### config.mk
export PLATFORM = sky130hd
export DESIGN_NAME = sequence_scheduler
export DESIGN_NICKNAME = d
export VERILOG_FILES = /design/src/rtl/seq_pkg.sv /design/src/rtl/seq_table.sv /design/src/rtl/sequence_scheduler.sv
export SDC_FILE = /design/constraint.sdc
export NUM_CORES = 1
export LEC_CHECK = 0
export BUFFER_PORTS_ARGS = -buffer_cell sky130_fd_sc_hd__buf_2
export CORE_MARGIN = 2
export CORE_UTILIZATION = 53
export DETAILED_ROUTE_END_ITERATION = 6
export PLACE_DENSITY = 0.82
export SLEW_MARGIN = 20
export SYNTH_ARGS = -nofsm -noshare
export SYNTH_HDL_FRONTEND = slang
export SYNTH_SLANG_ARGS = --single-unit
### constraint.sdc
create_clock -name clk -period 2.6 [get_ports clk]
set_input_delay 0.13 -clock clk [delete_from_list [all_inputs] [get_ports clk]]
set_output_delay 0.13 -clock clk [all_outputs]
set_load 0.1 [all_outputs]
### src/rtl/seq_pkg.sv
// Shared definitions for the sequence scheduler: FSM states and default sizing.
package seq_pkg;
  localparam int DEF_WIDTH = 3;
  localparam int DEF_DEPTH = 8;
  localparam logic CLEAR_RST = 1'b1;

  typedef enum logic [2:0] {
    IDLE,
    CLEAR,
    LOAD,
    WAIT,
    DONE
  } state_t;
endpackage

### src/rtl/seq_table.sv
// Target-value register file: synchronous write, combinational read, async clear.
module seq_table
  import seq_pkg::*;
#(
  parameter int WIDTH = DEF_WIDTH,
  parameter int DEPTH = DEF_DEPTH,
  parameter int IDX_W = 3
) (
  input  logic             clk,
  input  logic             rst_n,
  input  logic             we,
  input  logic [IDX_W-1:0] waddr,
  input  logic [WIDTH-1:0] wdata,
  input  logic [IDX_W-1:0] raddr,
  output logic [WIDTH-1:0] rdata
);

  logic [WIDTH-1:0] mem [DEPTH];

  always_ff @(posedge clk or negedge rst_n) begin
    if (!rst_n) begin
      for (int i = 0; i < DEPTH; i++) mem[i] <= '0;
    end else if (we) begin
      mem[waddr] <= wdata;
    end
  end

  assign rdata = mem[raddr];

endmodule

### src/rtl/sequence_scheduler.sv
// Walks a table of counter targets: clear, then load each entry and wait for the
// counter to report it, optionally wrapping back to entry 0.
module sequence_scheduler
  import seq_pkg::*;
#(
  parameter int WIDTH = DEF_WIDTH,
  parameter int DEPTH = DEF_DEPTH,
  parameter int IDX_W = 3
) (
  input  logic             clk,
  input  logic             rst_n,
  input  logic             cfg_we,
  input  logic [IDX_W-1:0] cfg_addr,
  input  logic [WIDTH-1:0] cfg_data,
  input  logic [IDX_W:0]   cfg_len,
  input  logic             loop_en,
  input  logic             start,
  input  logic             stop,
  input  logic [WIDTH-1:0] count,
  output logic             clear,
  output logic [WIDTH-1:0] in,
  output logic             load,
  output logic             busy,
  output logic             done,
  output logic [IDX_W-1:0] seq_idx
);

  localparam logic [IDX_W:0]   DEPTH_L = (IDX_W+1)'(DEPTH);
  localparam logic [IDX_W:0]   LEN_ONE = (IDX_W+1)'(1);
  localparam logic [IDX_W-1:0] IDX_ONE = IDX_W'(1);

  state_t           state;
  logic [IDX_W:0]   len_q;
  logic             loop_q;
  logic             tbl_we;
  logic             len_ok;
  logic             match;
  logic             last;
  logic [IDX_W-1:0] next_idx;
  logic [IDX_W-1:0] rd_addr;
  logic [WIDTH-1:0] rd_data;

  assign tbl_we   = cfg_we && (state == IDLE) && ({1'b0, cfg_addr} < DEPTH_L);
  assign len_ok   = (cfg_len != '0) && (cfg_len <= DEPTH_L);
  assign match    = (count == in);
  assign last     = ({1'b0, seq_idx} == (len_q - LEN_ONE));
  assign next_idx = last ? '0 : seq_idx + IDX_ONE;
  // In WAIT the table is read one entry ahead so the next load is ready on the match edge.
  assign rd_addr  = (state == WAIT) ? next_idx : seq_idx;

  seq_table #(
    .WIDTH (WIDTH),
    .DEPTH (DEPTH),
    .IDX_W (IDX_W)
  ) u_table (
    .clk   (clk),
    .rst_n (rst_n),
    .we    (tbl_we),
    .waddr (cfg_addr),
    .wdata (cfg_data),
    .raddr (rd_addr),
    .rdata (rd_data)
  );

  always_ff @(posedge clk or negedge rst_n) begin
    if (!rst_n) begin
      state   <= IDLE;
      len_q   <= '0;
      loop_q  <= 1'b0;
      seq_idx <= '0;
      clear   <= CLEAR_RST;
      in      <= '0;
      load    <= 1'b0;
      busy    <= 1'b0;
      done    <= 1'b0;
    end else if (stop && (state != IDLE)) begin
      // Abort wins over every other event and leaves the counter cleared.
      state   <= IDLE;
      clear   <= 1'b1;
      busy    <= 1'b0;
      done    <= 1'b0;
      load    <= 1'b0;
      seq_idx <= '0;
    end else begin
      case (state)
        IDLE: begin
          clear <= 1'b0;
          load  <= 1'b0;
          busy  <= 1'b0;
          done  <= 1'b0;
          if (start && len_ok) begin
            len_q   <= cfg_len;
            loop_q  <= loop_en;
            seq_idx <= '0;
            clear   <= 1'b1;
            busy    <= 1'b1;
            state   <= CLEAR;
          end
        end
        CLEAR: begin
          clear <= 1'b0;
          in    <= rd_data;
          load  <= 1'b1;
          state <= LOAD;
        end
        LOAD: begin
          load  <= 1'b0;
          state <= WAIT;
        end
        WAIT: begin
          if (match) begin
            if (last && !loop_q) begin
              done  <= 1'b1;
              busy  <= 1'b0;
              state <= DONE;
            end else begin
              seq_idx <= next_idx;
              in      <= rd_data;
              load    <= 1'b1;
              state   <= LOAD;
            end
          end
        end
        DONE: begin
          done  <= 1'b0;
          state <= IDLE;
        end
        default: state <= IDLE;
      endcase
    end
  end

endmodule

Yosys cells after proc, flatten, opt, wreduce, memory -nomap -nowiden
Cells that the tools add are included.

Flip-flop bits (word level): 42. Bits in latches: 0. Memory bits (writable): 0. Memory bits (read-only): 0. Word-level logic and storage cells: 98. Memories: 0.

$add $sub $neg: 2. $mul: 0. Div/mod/pow operators: 0. Order comparisons: 4. Equality and inequality tests: 12. Shift-type cells: 0. Muxes and demuxes: 36. Bitwise logic cells: 3. Reductions and logical operators: 24.

Operators with widths (number): $mux 3 (15); $bwmux 24 (1); $pmux 3 s2 (2); $pmux 3 s4 (1); $reduce_and 3->1 (4); $reduce_bool 3->1 (4); $mux 1 (11); $bmux 3 s3 (1); $demux 3 s3 (1); $ge 4x4->1 const B (2); $not 3->4 (2); $reduce_and 4->1 (2); $reduce_bool 4->1 (2); $eq 3x2->1 const B (2); $logic_and 1x1->1 (6); $ne 3x1->1 const B (2); $pmux 1 s2 (3); $eq 3x4->1 (1); $le 4x4->1 const B (1); $lt 4x1->1 const B (1); $ne 2x2->1 const B (2); $reduce_or 2->1 (2); $sub 4x1->4 const B (1); $add 3x1->3 const B (1); 11 further kinds (11).

Logic depth before layout (Yosys ltp)
Word-level depth: 11. Depth in mapped cells: 9. Mapped depth without buffers: 9.

Hierarchy
From an unflattened synthesis, not the netlist that was laid out.

Cells, all modules: 176. Area, all modules: 2252.2 um^2.

Modules (own cells, without submodules): seq_table (instances 1, cells an instance 66, area each 1158.6 um^2, sequential area each 600.6 um^2); sequence_scheduler (instances 1, cells an instance 110, area each 1093.5 um^2, sequential area each 451.7 um^2).

Least setup slack after synthesis
No wires, ideal clock.

Path kind: register to register. Start point: register seq_idx[2]. End point: register in[0]. Setup time: 0.138 ns. Data arrival time: 2.601 ns. Data required time: 2.462 ns. Setup slack: -0.139 ns. Stages on the path, launching flop included: 7. Buffers on the path: 0. Period minus slack after synthesis: 2.739 ns. Cells stage by stage: dfrtp_1 xor3_2 o31ai_4 o21ai_4 mux2_1 a21oi_1 o221ai_1.

Cells in the longest elaborated chain, start to end: 10.

Ends and longest elaborated chain: start, declared (line sequence_scheduler.sv:25) `output logic [IDX_W-1:0] seq_idx`; start signal, assigned (line sequence_scheduler.sv:117) `seq_idx <= next_idx;`; $add 3x1->3 / $eq 3x4->1 (equally long branches) (line sequence_scheduler.sv:47, sequence_scheduler.sv:46); $mux 3 (line sequence_scheduler.sv:47) `assign next_idx = last ? '0 : seq_idx + IDX_ONE;`; $mux 3 (line sequence_scheduler.sv:49) `assign rd_addr = (state == WAIT) ? next_idx : seq_idx;`; $not 3->4 (not written as such) (line seq_table.sv:28) `assign rdata = mem[raddr];`; $bmux 3 s3 (line seq_table.sv:28); $mux 3 (not written as such) (2 in series) (line seq_table.sv:28); $mux 3 (line sequence_scheduler.sv:112) `if (last && !loop_q) begin`; $mux 3 (line sequence_scheduler.sv:111) `if (match) begin`; $pmux 3 s2 (line sequence_scheduler.sv:85) `case (state)`; end signal, assigned (line sequence_scheduler.sv:102) `in <= rd_data;`; end signal, assigned (line sequence_scheduler.sv:118) `in <= rd_data;`; end, declared (line sequence_scheduler.sv:21) `output logic [WIDTH-1:0] in,`.

Parallel ways exist; a longest one is shown, timed or not. The select of a mux whose other input is x is not followed. A chain may end at the register's enable or synchronous reset.

Worst setup path in the final report
Start point: register len_q[0]. End point: register in[0].

Cells in the longest elaborated chain, start to end: 11.

Ends and longest elaborated chain: start, declared (line sequence_scheduler.sv:33) `logic [IDX_W:0] len_q;`; start signal, assigned (line sequence_scheduler.sv:92) `len_q <= cfg_len;`; $sub 4x1->4 (*) (line sequence_scheduler.sv:46) `assign last = ({1'b0, seq_idx} == (len_q - LEN_ONE));`; $eq 3x4->1 (*) (line sequence_scheduler.sv:46); $mux 3 (line sequence_scheduler.sv:47); $mux 3 (line sequence_scheduler.sv:49); $not 3->4 (not written as such) (line seq_table.sv:28); $bmux 3 s3 (line seq_table.sv:28); $mux 3 (not written as such) (2 in series) (line seq_table.sv:28); $mux 3 (line sequence_scheduler.sv:112); $mux 3 (line sequence_scheduler.sv:111); $pmux 3 s2 (line sequence_scheduler.sv:85).

Every way passes the cells marked *; elsewhere a longest branch is shown, timed or not. The select of a mux whose other input is x is not followed.

==> flow_metrics.env <==
export IMPL_root_buffer="clkbuf_8"
export IMPL_r2r_cells=10
export IMPL_worstHoldPathCells=2
export IMPL_wl_um=4970
export IMPL_setup_tns_ns=0
export IMPL_fp_dieH_um=71.4
export IMPL_synth_seq_cells=42
export IMPL_crit_type="reg -> reg"
export IMPL_final_max_slew_viol_count=0
export IMPL_critical_path_endpoint="in[0]"
export IMPL_drive_gt1_frac=0.342
export IMPL_portBuffers=28
export IMPL_synth_commonest_cells="dfrtp_1 (41), mux2_2 (31), nand2_1 (25), nor2_1 (12), mux2i_1 (10)"
export IMPL_max_clock_freq_mhz=411
export IMPL_via_per_inst=5.90
export IMPL_nets=283
export IMPL_path_clk_slew_ns=0.08
export IMPL_status="finished, final reports clean"
export IMPL_synth_top_area_share=0.426
export IMPL_grt_overflow_total=0
export IMPL_synth_edff_count=0
export IMPL_finalWorstPathRequiredPeriod_ns=2.43
export IMPL_cp_arrival_ns=2.66
export IMPL_clock_sinks=42
export IMPL_syn_num_nets=246
export IMPL_design_area_um2=2760
export IMPL_peakVddDrop_v=0.000474
export IMPL_finalCritPeriodShare=0.936
export IMPL_grt_pass1_wl_um=8500
export IMPL_syn_avg_cell_area_um2=10.7
export IMPL_ios=29
export IMPL_rows=24
export IMPL_fin_skew_ns=0.00392
export IMPL_crit_buf_inv=2
export IMPL_layout_setup_ws_ns=0.166
export IMPL_timing_rr_end="in[0]"
export IMPL_antenna_cells=0
export IMPL_synthesis_instances=225
export IMPL_clk_path_buf_depth=2
export IMPL_syn_cell_area_um2=2410
export IMPL_worst_slew_pin_transition_ns=0.899
export IMPL_place_ws_ns=0.211
export IMPL_crit_family="compound AO/OA/AOI/OAI gates"
export IMPL_hp_class="in -> reg"
export IMPL_yosysMostFrequentCell="dfrtp_1"
export IMPL_synth_top_area_cell="dfrtp_1"
export IMPL_cp_max_fo=6
export IMPL_critPathLaunchType="flop"
export IMPL_firstDrtPassIters=4
export IMPL_syn_to_final_growth_pct=14.6
export IMPL_dieArea_um2=5100
export IMPL_ys_warn_count=0
export IMPL_synthTopCellsByArea="dfrtp_1 (43%), mux2_2 (14%), mux2i_1 (4.2%), nand2_1 (3.9%), nor3_1 (1.9%)"
export IMPL_clkLatencyLatePin_ns=0.30
export IMPL_drtIter0Drc=104
export IMPL_grt_pass1_vias=1847
export IMPL_crit_path_start="len_q[0]"
export IMPL_worstPathRequired_ns=2.82
export IMPL_synth_ff_type="dfrtp_1"
export IMPL_setup_viol=0
export IMPL_vias=1860
export IMPL_power_mw=2.45
export IMPL_numCtsBuffers=5
export IMPL_dpl_cell_area_um2=2650
export IMPL_grt_max_degree=43
export IMPL_nFillCells=352
export IMPL_hpwl_um=3780
export IMPL_max_stage_delay_ns=0.42
export IMPL_path_depth=10
export IMPL_powerDensity_nw_per_um2=885
export IMPL_relSlewSlack=0.401
export IMPL_avgRoutedWirePerCell_um=15.8
export IMPL_r2r_slack_ns=0.17
export IMPL_cts_tree="yes"
export IMPL_crit_path_end_kind="flop"
export IMPL_maxCapViolCount=0
export IMPL_critPathSlowestCell="dfrtp_1"
export IMPL_drc=0
export IMPL_async_flop_share=1.00
export IMPL_r2r_start="len_q[0]"
export IMPL_drtAntennaViolNets=0
export IMPL_leakagePower_nw=1.20
export IMPL_gp_congestion=0.835
export IMPL_grt_use_total=0.215
export IMPL_antenna_found_initial=0
export IMPL_path_cells="inv_1 -> ha_1 -> xnor2_2 -> o21bai_4 -> nor3_2 -> o21a_1 -> o32ai_1 -> buf_4 -> or2_2 -> o221ai_1"
export IMPL_cts_max_level=2
export IMPL_rsz0062_at_grt="no"
export IMPL_ys_seq_area_frac=0.437
export IMPL_post_cts_buffers=0
export IMPL_hold_viol_final=0
export IMPL_core_area_um2=4350
export IMPL_synth_distinct_cells=48
export IMPL_fp_dieW_um=71.4
export IMPL_start_util=0.553
==> cell type report <==
class,count,area (um^2),share of cell area
Sequential cell,42,1050,0.381
Inverter,9,33.8,0.0122
Timing Repair Buffer,37,210,0.0761
Clock buffer,6,82.6,0.0299
Clock inverter,2,12.5,0.00453
Tap cell,52,65.1,0.0236
Multi-Input combinational cell,167,1310,0.472
==> cells by family (layout without fill, tap and decap cells) <==
group / Yosys count / count (layout) / synth area share
buffers and inverters: 16 / 54 / 0.0265
flip-flops: 42 / 42 / 0.437
adder cells (fa/ha/maj): 2 / 2 / 0.0104
multiplexers: 43 / 43 / 0.196
XOR/XNOR: 7 / 7 / 0.0353
AND/OR/NAND/NOR: 72 / 72 / 0.154
AO/OA/AOI/OAI: 43 / 43 / 0.142
==> through the flow <==
stage	instances	hold slack (ns)	util
2_1_floorplan	225	-0.166	-
4_1_cts	315	0.0494	0.632
3_3_place_gp	306	0.307	0.608
3_5_place_dp	306	0.310	0.608
5_1_grt	315	0.0591	0.634
6_report	315	0.0528	0.634
==> sequential cells by signal (all words and copies together), names as in the netlist <==
| name | count |
|---|---|
| in | 3 |
| state | 3 |
| seq_idx | 3 |
| len_q | 4 |
| busy | 1 |
| load | 1 |
| clear | 1 |
| loop_q | 1 |
| u_table.mem | 24 |
| done | 1 |
==> cell usage in the layout (no fill, tap or decap), drive strengths merged, types with 2 or more instances in the layout <==
cell type	instances
a2111oi	2
a21oi	8
a22oi	3
and3	3
buf	36
clkbuf	6
dfrtp	41
ha	2
inv	9
mux2	33
mux2i	10
nand2	25
nand2b	3
nand3	3
nand3b	4
nor2	12
nor2b	2
nor3	12
nor3b	2
nor4	2
o211ai	2
o21a	2
o21ai	11
o221ai	2
o31ai	3
o41ai	3
xnor2	2
xor2	4
==> power by group <==
| group | switching, mW | leakage [nW] | internal [mW] | total (mW) |
|---|---|---|---|---|
| Sequential | 0.141 | 0.520 | 0.844 | 0.985 |
| Clock | 0.228 | 0.0472 | 0.213 | 0.441 |
| Combinational | 0.616 | 0.630 | 0.403 | 1.02 |
==> how the worst min path moves through the flow <==
stage / start / endpoint
floorplan: rst_n / busy
global placement: rst_n / len_q[2]
detailed placement: rst_n / len_q[2]
CTS: loop_en / loop_q
global route: loop_en / loop_q
finish: loop_en / loop_q
==> what timing repair did <==
item                       4_1_cts  5_1_grt
hold buffers                     1        0
hold endpoints to repair        41        0
setup endpoints to repair        0        3
gates resized for setup          0        2
==> per-layer routing <==
metal  wire length [um]  GRT usage
met5                  0          0
met4                 76     0.0818
met3                193     0.0422
met2               2550      0.373
met1               2160      0.265
(Power assumes the default switching activity.)
